[src/rtl/id_ex_register_pkg.sv]
// Shared pipeline definitions: control-word packing, ALU op encodings and the
// all-zero control word that a bubble carries.
package id_ex_register_pkg;

    localparam int CTRL_W = 10;

    // Bit positions inside the packed control word (MSB first)
    localparam int CTRL_REG_DST    = 9;
    localparam int CTRL_ALU_SRC    = 8;
    localparam int CTRL_ALU_OP_HI  = 7;
    localparam int CTRL_ALU_OP_LO  = 6;
    localparam int CTRL_BRANCH     = 5;
    localparam int CTRL_MEM_READ   = 4;
    localparam int CTRL_MEM_WRITE  = 3;
    localparam int CTRL_REG_WRITE  = 2;
    localparam int CTRL_MEM_TO_REG = 1;
    localparam int CTRL_JUMP       = 0;

    typedef logic [CTRL_W-1:0] ctrl_t;

    typedef enum logic [1:0] {
        ALU_ADD   = 2'b00,
        ALU_SUB   = 2'b01,
        ALU_RTYPE = 2'b10
    } alu_op_e;

    // A bubble never writes memory, registers, or redirects the PC
    localparam ctrl_t CTRL_NOP = '0;

    // Pass the control word only for a real instruction
    function automatic ctrl_t ctrl_gate(input logic valid, input ctrl_t ctrl);
        return valid ? ctrl : CTRL_NOP;
    endfunction

endpackage

[src/rtl/id_ex_register_sat_counter.sv]
// Saturating up-counter with synchronous clear; clear beats increment.
module sat_counter #(
    parameter int CNT_W = 16
) (
    input  logic             clk,
    input  logic             reset,
    input  logic             inc,
    input  logic             clr,
    output logic [CNT_W-1:0] cnt
);

    // Count up on inc, stick at all-ones, clear wins over increment
    always_ff @(posedge clk or posedge reset) begin
        if (reset) begin
            cnt <= '0;
        end else if (clr) begin
            cnt <= '0;
        end else if (inc && (cnt != {CNT_W{1'b1}})) begin
            cnt <= cnt + CNT_W'(1);
        end
    end

endmodule

[src/rtl/id_ex_register.sv]
// ID/EX pipeline register: one-cycle stage with flush, hold and load-use
// bubble insertion, plus a saturating count of bubbles loaded.
module id_ex_register
    import id_ex_register_pkg::*;
#(
    parameter int DATA_W = 32,
    parameter int CNT_W  = 16
) (
    input  logic              clk,
    input  logic              reset,
    input  logic              flush,
    input  logic              hold,
    input  logic              stall,
    input  logic              valid_in,
    input  logic              cnt_clear,
    input  logic [9:0]        ctrl_in,
    input  logic [DATA_W-1:0] pc_plus4_in,
    input  logic [DATA_W-1:0] rd1_in,
    input  logic [DATA_W-1:0] rd2_in,
    input  logic [DATA_W-1:0] imm_in,
    input  logic [4:0]        rs_in,
    input  logic [4:0]        rt_in,
    input  logic [4:0]        rd_in,
    output logic              valid_out,
    output logic [9:0]        ctrl_out,
    output logic [DATA_W-1:0] pc_plus4_out,
    output logic [DATA_W-1:0] rd1_out,
    output logic [DATA_W-1:0] rd2_out,
    output logic [DATA_W-1:0] imm_out,
    output logic [4:0]        rs_out,
    output logic [4:0]        rt_out,
    output logic [4:0]        rd_out,
    output logic [CNT_W-1:0]  bubble_cnt
);

    logic vld_p0;
    logic load_p0;
    logic bubble_inc;

    // Entry validity if this edge performs a normal load
    assign vld_p0 = valid_in & ~stall;

    // Flush overrides hold, so either one loads the data fields
    assign load_p0 = flush | ~hold;

    // A bubble is counted whenever an invalid entry is actually written
    assign bubble_inc = flush | (~hold & ~vld_p0);

    // ID -> EX stage boundary
    always_ff @(posedge clk or posedge reset) begin
        if (reset) begin
            valid_out    <= 1'b0;
            ctrl_out     <= CTRL_NOP;
            pc_plus4_out <= '0;
            rd1_out      <= '0;
            rd2_out      <= '0;
            imm_out      <= '0;
            rs_out       <= '0;
            rt_out       <= '0;
            rd_out       <= '0;
        end else if (load_p0) begin
            valid_out    <= vld_p0 & ~flush;
            ctrl_out     <= ctrl_gate(vld_p0 & ~flush, ctrl_in);
            pc_plus4_out <= pc_plus4_in;
            rd1_out      <= rd1_in;
            rd2_out      <= rd2_in;
            imm_out      <= imm_in;
            rs_out       <= rs_in;
            rt_out       <= rt_in;
            rd_out       <= rd_in;
        end
    end

    sat_counter #(
        .CNT_W (CNT_W)
    ) u_bubble_cnt (
        .clk   (clk),
        .reset (reset),
        .inc   (bubble_inc),
        .clr   (cnt_clear),
        .cnt   (bubble_cnt)
    );

endmodule

[config.mk]
export PLATFORM = sky130hd
export DESIGN_NAME = id_ex_register
export DESIGN_NICKNAME = d
export VERILOG_FILES = /design/src/rtl/id_ex_register_pkg.sv /design/src/rtl/id_ex_register_sat_counter.sv /design/src/rtl/id_ex_register.sv
export SDC_FILE = /design/constraint.sdc
export NUM_CORES = 1
export LEC_CHECK = 0
export ABC_CLOCK_PERIOD_IN_PS = 17800
export CELL_PAD_IN_SITES_DETAIL_PLACEMENT = 1
export CELL_PAD_IN_SITES_GLOBAL_PLACEMENT = 2
export CORE_MARGIN = 1.5
export CORE_UTILIZATION = 24
export DETAILED_ROUTE_END_ITERATION = 10
export GPL_ROUTABILITY_DRIVEN = 0
export GPL_TIMING_DRIVEN = 0
export PLACE_DENSITY = 0.83
export SKIP_CTS_REPAIR_TIMING = 1
export SYNTH_ARGS = -nofsm -noshare
export SYNTH_HDL_FRONTEND = slang
export SYNTH_SLANG_ARGS = --single-unit
[constraint.sdc]
create_clock -name clk -period 17.8 [get_ports clk]
set_input_delay 4.45 -clock clk [delete_from_list [all_inputs] [get_ports clk]]
set_output_delay 4.45 -clock clk [all_outputs]
set_load 0.005 [all_outputs]
Word-level counts from Yosys, hierarchy flattened
Cells that the tools add are included.
W data, S select, Z words.

storage, ports and cells
  memory bits (writable) = 0
  logic and storage cells = 26
  flip-flop bits (word level) = 170
  memories kept = 0
  bits in read-only memories = 0
  bits of input ports = 160
  latch bits = 0

operators by class
  reduce and logical (&&, ||, !) cells = 2
  div/mod/pow operators = 0
  bitwise logic cells = 9
  add/subtract/negate cells = 1
  multipliers = 0
  magnitude comparators = 0
  shift operators = 0
  multiplexer cells = 3
  equal/unequal tests = 1

operators by type and width
  kind                     count
  $mux W16                 2
  $add A16 B1 Y16 const B  1
  $ne A16 B16 Y1 const B   1
  $mux W10                 1
  $not A1 Y1               4
  $and A1 B1 Y1            3
  $or A1 B1 Y1             2
  $reduce_bool A2 Y1       1
  $logic_and A1 B1 Y1      1

Depth between registers and ports, before layout
  word-level depth = 8
  depth in mapped cells = 6
  gate-level depth less buffers = 5

Cells and area by module
A second synthesis with hierarchy kept.

unflattened totals
  cells, all modules = 456
  area, all modules = 7051.8 µm²

modules (own cells, without submodules)
  module          seq. area each (µm²)  cells an instance  instances  area an instance (µm²)
  id_ex_register  3853.7                355                1          6119.6
  sat_counter     400.4                 101                1          932.1

Worst setup path before layout
Ideal clock, no wire load.

  kind = input to register
  start point = input port stall
  end point = register u_bubble_cnt.cnt[14]
  arrival time = 5.477 ns
  setup slack = 12.198 ns
  library setup time = 0.125 ns
  stages on the path = 5
  buffers on the path = 1
  data required time = 17.675 ns
  cell sequence = nand2b_1 -> a21oi_1 -> buf_2 -> nor4b_1 -> mux2_2

on the way
  cells in the longest elaborated chain, start to end = 7

ends and longest elaborated chain
  element                       RTL line                          source
  start: declaration            id_ex_register.sv:13              input logic stall,
  $not A1 Y1                    id_ex_register.sv:41              assign vld_p0 = valid_in & ~stall;
  $and A1 B1 Y1                 id_ex_register.sv:41
  $not A1 Y1                    id_ex_register.sv:47              assign bubble_inc = flush | (~hold & ~vld_p0);
  $and A1 B1 Y1                 id_ex_register.sv:47
  $or A1 B1 Y1                  id_ex_register.sv:47
  $logic_and A1 B1 Y1           id_ex_register_sat_counter.sv:18  end else if (inc && (cnt != {CNT_W{1'b1}})) begin
  $reduce_bool A2 Y1 (no line)  n/a
  end signal: assignment        id_ex_register_sat_counter.sv:19  cnt <= cnt + CNT_W'(1);
  end: declaration              id_ex_register_sat_counter.sv:9   output logic [CNT_W-1:0] cnt

Every way passes these cells.
A chain may end at the register's enable or synchronous reset.

Worst setup path in the final report
  start point = input port flush
  end point = register rd1_out[5]

on the way
  cells in the longest elaborated chain, start to end = 1

ends and longest elaborated chain
  element                 RTL line              source
  start: declaration      id_ex_register.sv:11  input logic flush,
  $or A1 B1 Y1            id_ex_register.sv:44  assign load_p0 = flush | ~hold;
  end signal: assignment  id_ex_register.sv:65  rd1_out <= rd1_in;
  end: declaration        id_ex_register.sv:27  output logic [DATA_W-1:0] rd1_out,

Every way passes these cells.

==> summary.txt <==
RUN STATUS
----------------------------------------------------------------------------------------------------
Result of the run ..................................................................... complete, no violations

CLOCK NETWORK
----------------------------------------------------------------------------------------------------
Clock-pin slew reported for the worst setup and hold paths after clock tree synthesis .      0.07 ns
Number of buffers inserted during clock tree synthesis ................................           17
CTS Root Cell ......................................................................... sky130_fd_sc_hd__clkbuf_16
Buffers from clock root to sink, at most ..............................................            2
CTS tree ..............................................................................         done
Clock insertion delay at the later pin of the skew report .............................      0.43 ns
H-tree lvl count ......................................................................            4
Number of clock sinks .................................................................          170

SYNTH
----------------------------------------------------------------------------------------------------
Synth Flop Type ....................................................................... sky130_fd_sc_hd__dfrtp_1
Mapped Cells ..........................................................................          736
Cell types with the highest counts after synthesis .................................... sky130_fd_sc_hd__nand2_1 (435), sky130_fd_sc_hd__dfrtp_1 (170), sky130_fd_sc_hd__clkbuf_1 (31), sky130_fd_sc_hd__a22o_1 (10), sky130_fd_sc_hd__nor2_1 (10)
Async S/R FF share, synth .............................................................         100%
Area fraction of the dominant cell type after synthesis ...............................        63.2%
Share of the yosys chip area belonging to registers ...................................        63.2%
Distinct cell type count of the synthesized netlist ...................................           36
Number of synthesized register bits ...................................................          170
Most area-hungry cell type in the Yosys netlist ....................................... sky130_fd_sc_hd__dfrtp_1
Number of enable flip-flop cells after synthesis ......................................            0
Most frequent cell after synthesis .................................................... sky130_fd_sc_hd__nand2_1
Number of synthesis warnings ..........................................................            0
Mean Syn Cell Area ....................................................................   9.15 sq um
Top cells by area in the synthesized netlist .......................................... sky130_fd_sc_hd__dfrtp_1 (63%), sky130_fd_sc_hd__nand2_1 (24%), sky130_fd_sc_hd__clkbuf_1 (1.7%)
Area of the mapped netlist ............................................................ 0.00674 sq mm
Number of nets produced by synthesis ..................................................          897

FLOORPLAN
----------------------------------------------------------------------------------------------------
Die X .................................................................................       171 um
Top-level port count ..................................................................          330
Area of the die ....................................................................... 0.0291 sq mm
Die Ht ................................................................................       171 um
Number of placement rows ..............................................................           61
Placeable core area ................................................................... 0.0277 sq mm
Starting utilization of the core area .................................................        24.3%

ROUTE
----------------------------------------------------------------------------------------------------
Total DRC errors in the routed layout .................................................            0
Detailed-routing iteration count for the pre-antenna-repair pass ......................            4
Drt first-iter violations .............................................................          240
Vias post-DR ..........................................................................         6142
Avg WL per Cell .......................................................................      16.1 um
Detail-routed via count per cell ......................................................         4.16
Final wirelength ......................................................................      23.8 mm
Antenna viol nets, final ..............................................................            0

TIMING
----------------------------------------------------------------------------------------------------
Worst hold slack after final layout ...................................................     0.462 ns
Final total negative setup slack ......................................................         0 ns
Worst relative slew slack .............................................................        35.6%
Number of max-slew violations in the final report .....................................            0
Total setup violations reported at the end of the flow ................................            0
Slew @ Worst Pin ......................................................................     0.962 ns
Largest clock skew in the final design ................................................    0.0134 ns
Share of the clock period used by the worst path ......................................        37.0%
Timing-limited maximum frequency ......................................................      152 MHz
RSZ-0062 raised after global routing ..................................................        false
Hold Vio Cnt, Final ...................................................................            0
Min Clock Period, post-route ..........................................................      6.58 ns

POWER
----------------------------------------------------------------------------------------------------
Max VDD drop ..........................................................................      44.8 uV
Static Leakage ........................................................................      5.19 nW
Areal power density over the cells .................................................... 86.7 mW/mm^2
Post-route total power ................................................................     0.964 mW

GLOBAL ROUTE
----------------------------------------------------------------------------------------------------
Aggregate global routing overflow .....................................................            0
Wire length of the first global-routing pass ..........................................      36.5 mm
Initial antenna violation count .......................................................            0
Total GRT Usage .......................................................................        16.5%
Largest net degree at the start of global routing .....................................          103
Via count of the first global-routing pass ............................................         6323

CRITICAL PATH
----------------------------------------------------------------------------------------------------
Critical path start-end classification ................................................    in -> reg
Data arrival at the endpoint of the critical path .....................................      6.95 ns
Category of the worst setup path capture point ........................................     register
Element type at the critical path start ...............................................   input port
Max stage delay cell, worst path ...................................................... sky130_fd_sc_hd__clkbuf_1
Crit path buf inv count ...............................................................            4
Top cell by count, worst path ......................................................... sky130_fd_sc_hd__clkbuf_1
Data required time at the worst endpoint ..............................................     18.16 ns
Worst-path maximum fanout .............................................................           10
Worst path top cell family by delay ................................................... buffers and inverters
Worst-path cell chain ................................................................. clkdlybuf4s50_1, nand2b_1, clkbuf_1, clkbuf_1, clkbuf_1, nand2_1, nand2_1
Largest incremental delay on the critical path ........................................      0.60 ns

PLACE
----------------------------------------------------------------------------------------------------
Port-buffer cells .....................................................................          329
Placed wire-length estimate after detailed placement ..................................      17.6 mm

CELLS AND AREA
----------------------------------------------------------------------------------------------------
Fraction of layout cells with a size suffix above 1 ...................................        4.64%
Final cell utilization of the core ....................................................        40.2%
Nets ..................................................................................         1246
Syn-to-layout area delta ..............................................................        65.2%
Number of diodes ......................................................................            0

MIN PATH
----------------------------------------------------------------------------------------------------
Class of the most critical hold timing path ...........................................   reg -> reg

RUN
----------------------------------------------------------------------------------------------------
Max-cap violations ....................................................................            0

[layout make-up]
type / count / area, sq um
fill: 3216 / 16600
multi-input combinational: 525 / 2310
inverter: 3 / 18.8
timing repair buffer: 330 / 3320
clock buffer: 22 / 474
clock inverter: 10 / 118
tap: 378 / 473
sequential: 170 / 4250
buffer: 38 / 156
[placed cells by master, fill, tap and decap left out, types with 5 or more instances in the layout]
| cell type | synthesis | layout |
|---|---|---|
| sky130_fd_sc_hd__clkdlybuf4s50_1 | 0 | 329 |
| sky130_fd_sc_hd__a21oi_1 | 8 | 8 |
| sky130_fd_sc_hd__o31ai_1 | 5 | 5 |
| sky130_fd_sc_hd__dfrtp_1 | 170 | 170 |
| sky130_fd_sc_hd__nand3_1 | 5 | 5 |
| sky130_fd_sc_hd__clkbuf_16 | 0 | 17 |
| sky130_fd_sc_hd__nand2_1 | 435 | 435 |
| sky130_fd_sc_hd__nor2b_1 | 8 | 8 |
| sky130_fd_sc_hd__mux2_2 | 6 | 6 |
| sky130_fd_sc_hd__a22o_1 | 10 | 10 |
| sky130_fd_sc_hd__clkbuf_1 | 31 | 33 |
| sky130_fd_sc_hd__or4_1 | 7 | 7 |
| sky130_fd_sc_hd__nor2_1 | 10 | 10 |
[per-stage QoR]
| step | std cells | area (sq um) | setup slack, ns |
|---|---|---|---|
| after global routing | 1476 | 11100 | 10.92 |
| after global placement | 1443 | 10500 | 5.73 |
| after floorplan | 736 | 6740 | 8.75 |
| final | 1476 | 11100 | 11.22 |
| after detailed placement | 1444 | 10500 | 10.61 |
| after CTS | 1476 | 11100 | 11.10 |
[kinds of logic after synthesis]
logic type | after synthesis | share of synthesized area [%]
flops | 170 | 63.2
buf+inv | 41 | 2.49
fa+ha+maj | 1 | 0.186
mux | 8 | 1.45
compound gates | 29 | 3.10
simple gates | 487 | 29.6
[state kept, by name (all words and copies together), names as in the netlist]
register          cells
valid_out             1
rd1_out              32
rs_out                5
rd_out                5
rd2_out              32
u_bubble_cnt.cnt     16
ctrl_out             10
imm_out              32
pc_plus4_out         32
rt_out                5
[worst min-delay path, delay by kind of cell, from the launching register on]
| family | cells | cell delay, ns |
|---|---|---|
| flops | 1 | 0.34 |
| simple gates | 2 | 0.10 |
[final timing paths]
| path | from | to | slack, ns | cells past startpoint |
|---|---|---|---|---|
| worst max-delay path | flush | rd1_out[5] | 11.22 | 7 |
| worst min-delay path | rd2_out[12] | rd2_out[12] | 0.46 | 2 |
| worst max register to register | u_bubble_cnt.cnt[0] | u_bubble_cnt.cnt[14] | 15.71 | 5 |
| worst min register to register | rd2_out[12] | rd2_out[12] | 0.46 | 2 |
| max in group asynchronous | reset | rd1_out[6] | 12.38 | 3 |
| min in group asynchronous | reset | pc_plus4_out[7] | 4.49 | 2 |
[metal layers]
metal	global-route usage [%]	wire length [um]	vias to the layer above
met5	0	0	-
met4	5.46	425	0
met3	4.58	1300	24
met2	27.8	12000	160
met1	20.4	10100	2957
li1	-	-	3001
[power breakdown]
group          switching [mW]  total (mW)  internal [mW]
logic                  0.0630       0.156         0.0927
registers              0.0151       0.429          0.414
clock network           0.161       0.379          0.218
total                   0.239       0.964          0.725
No activity file was read; power rests on OpenSTA's default activity.
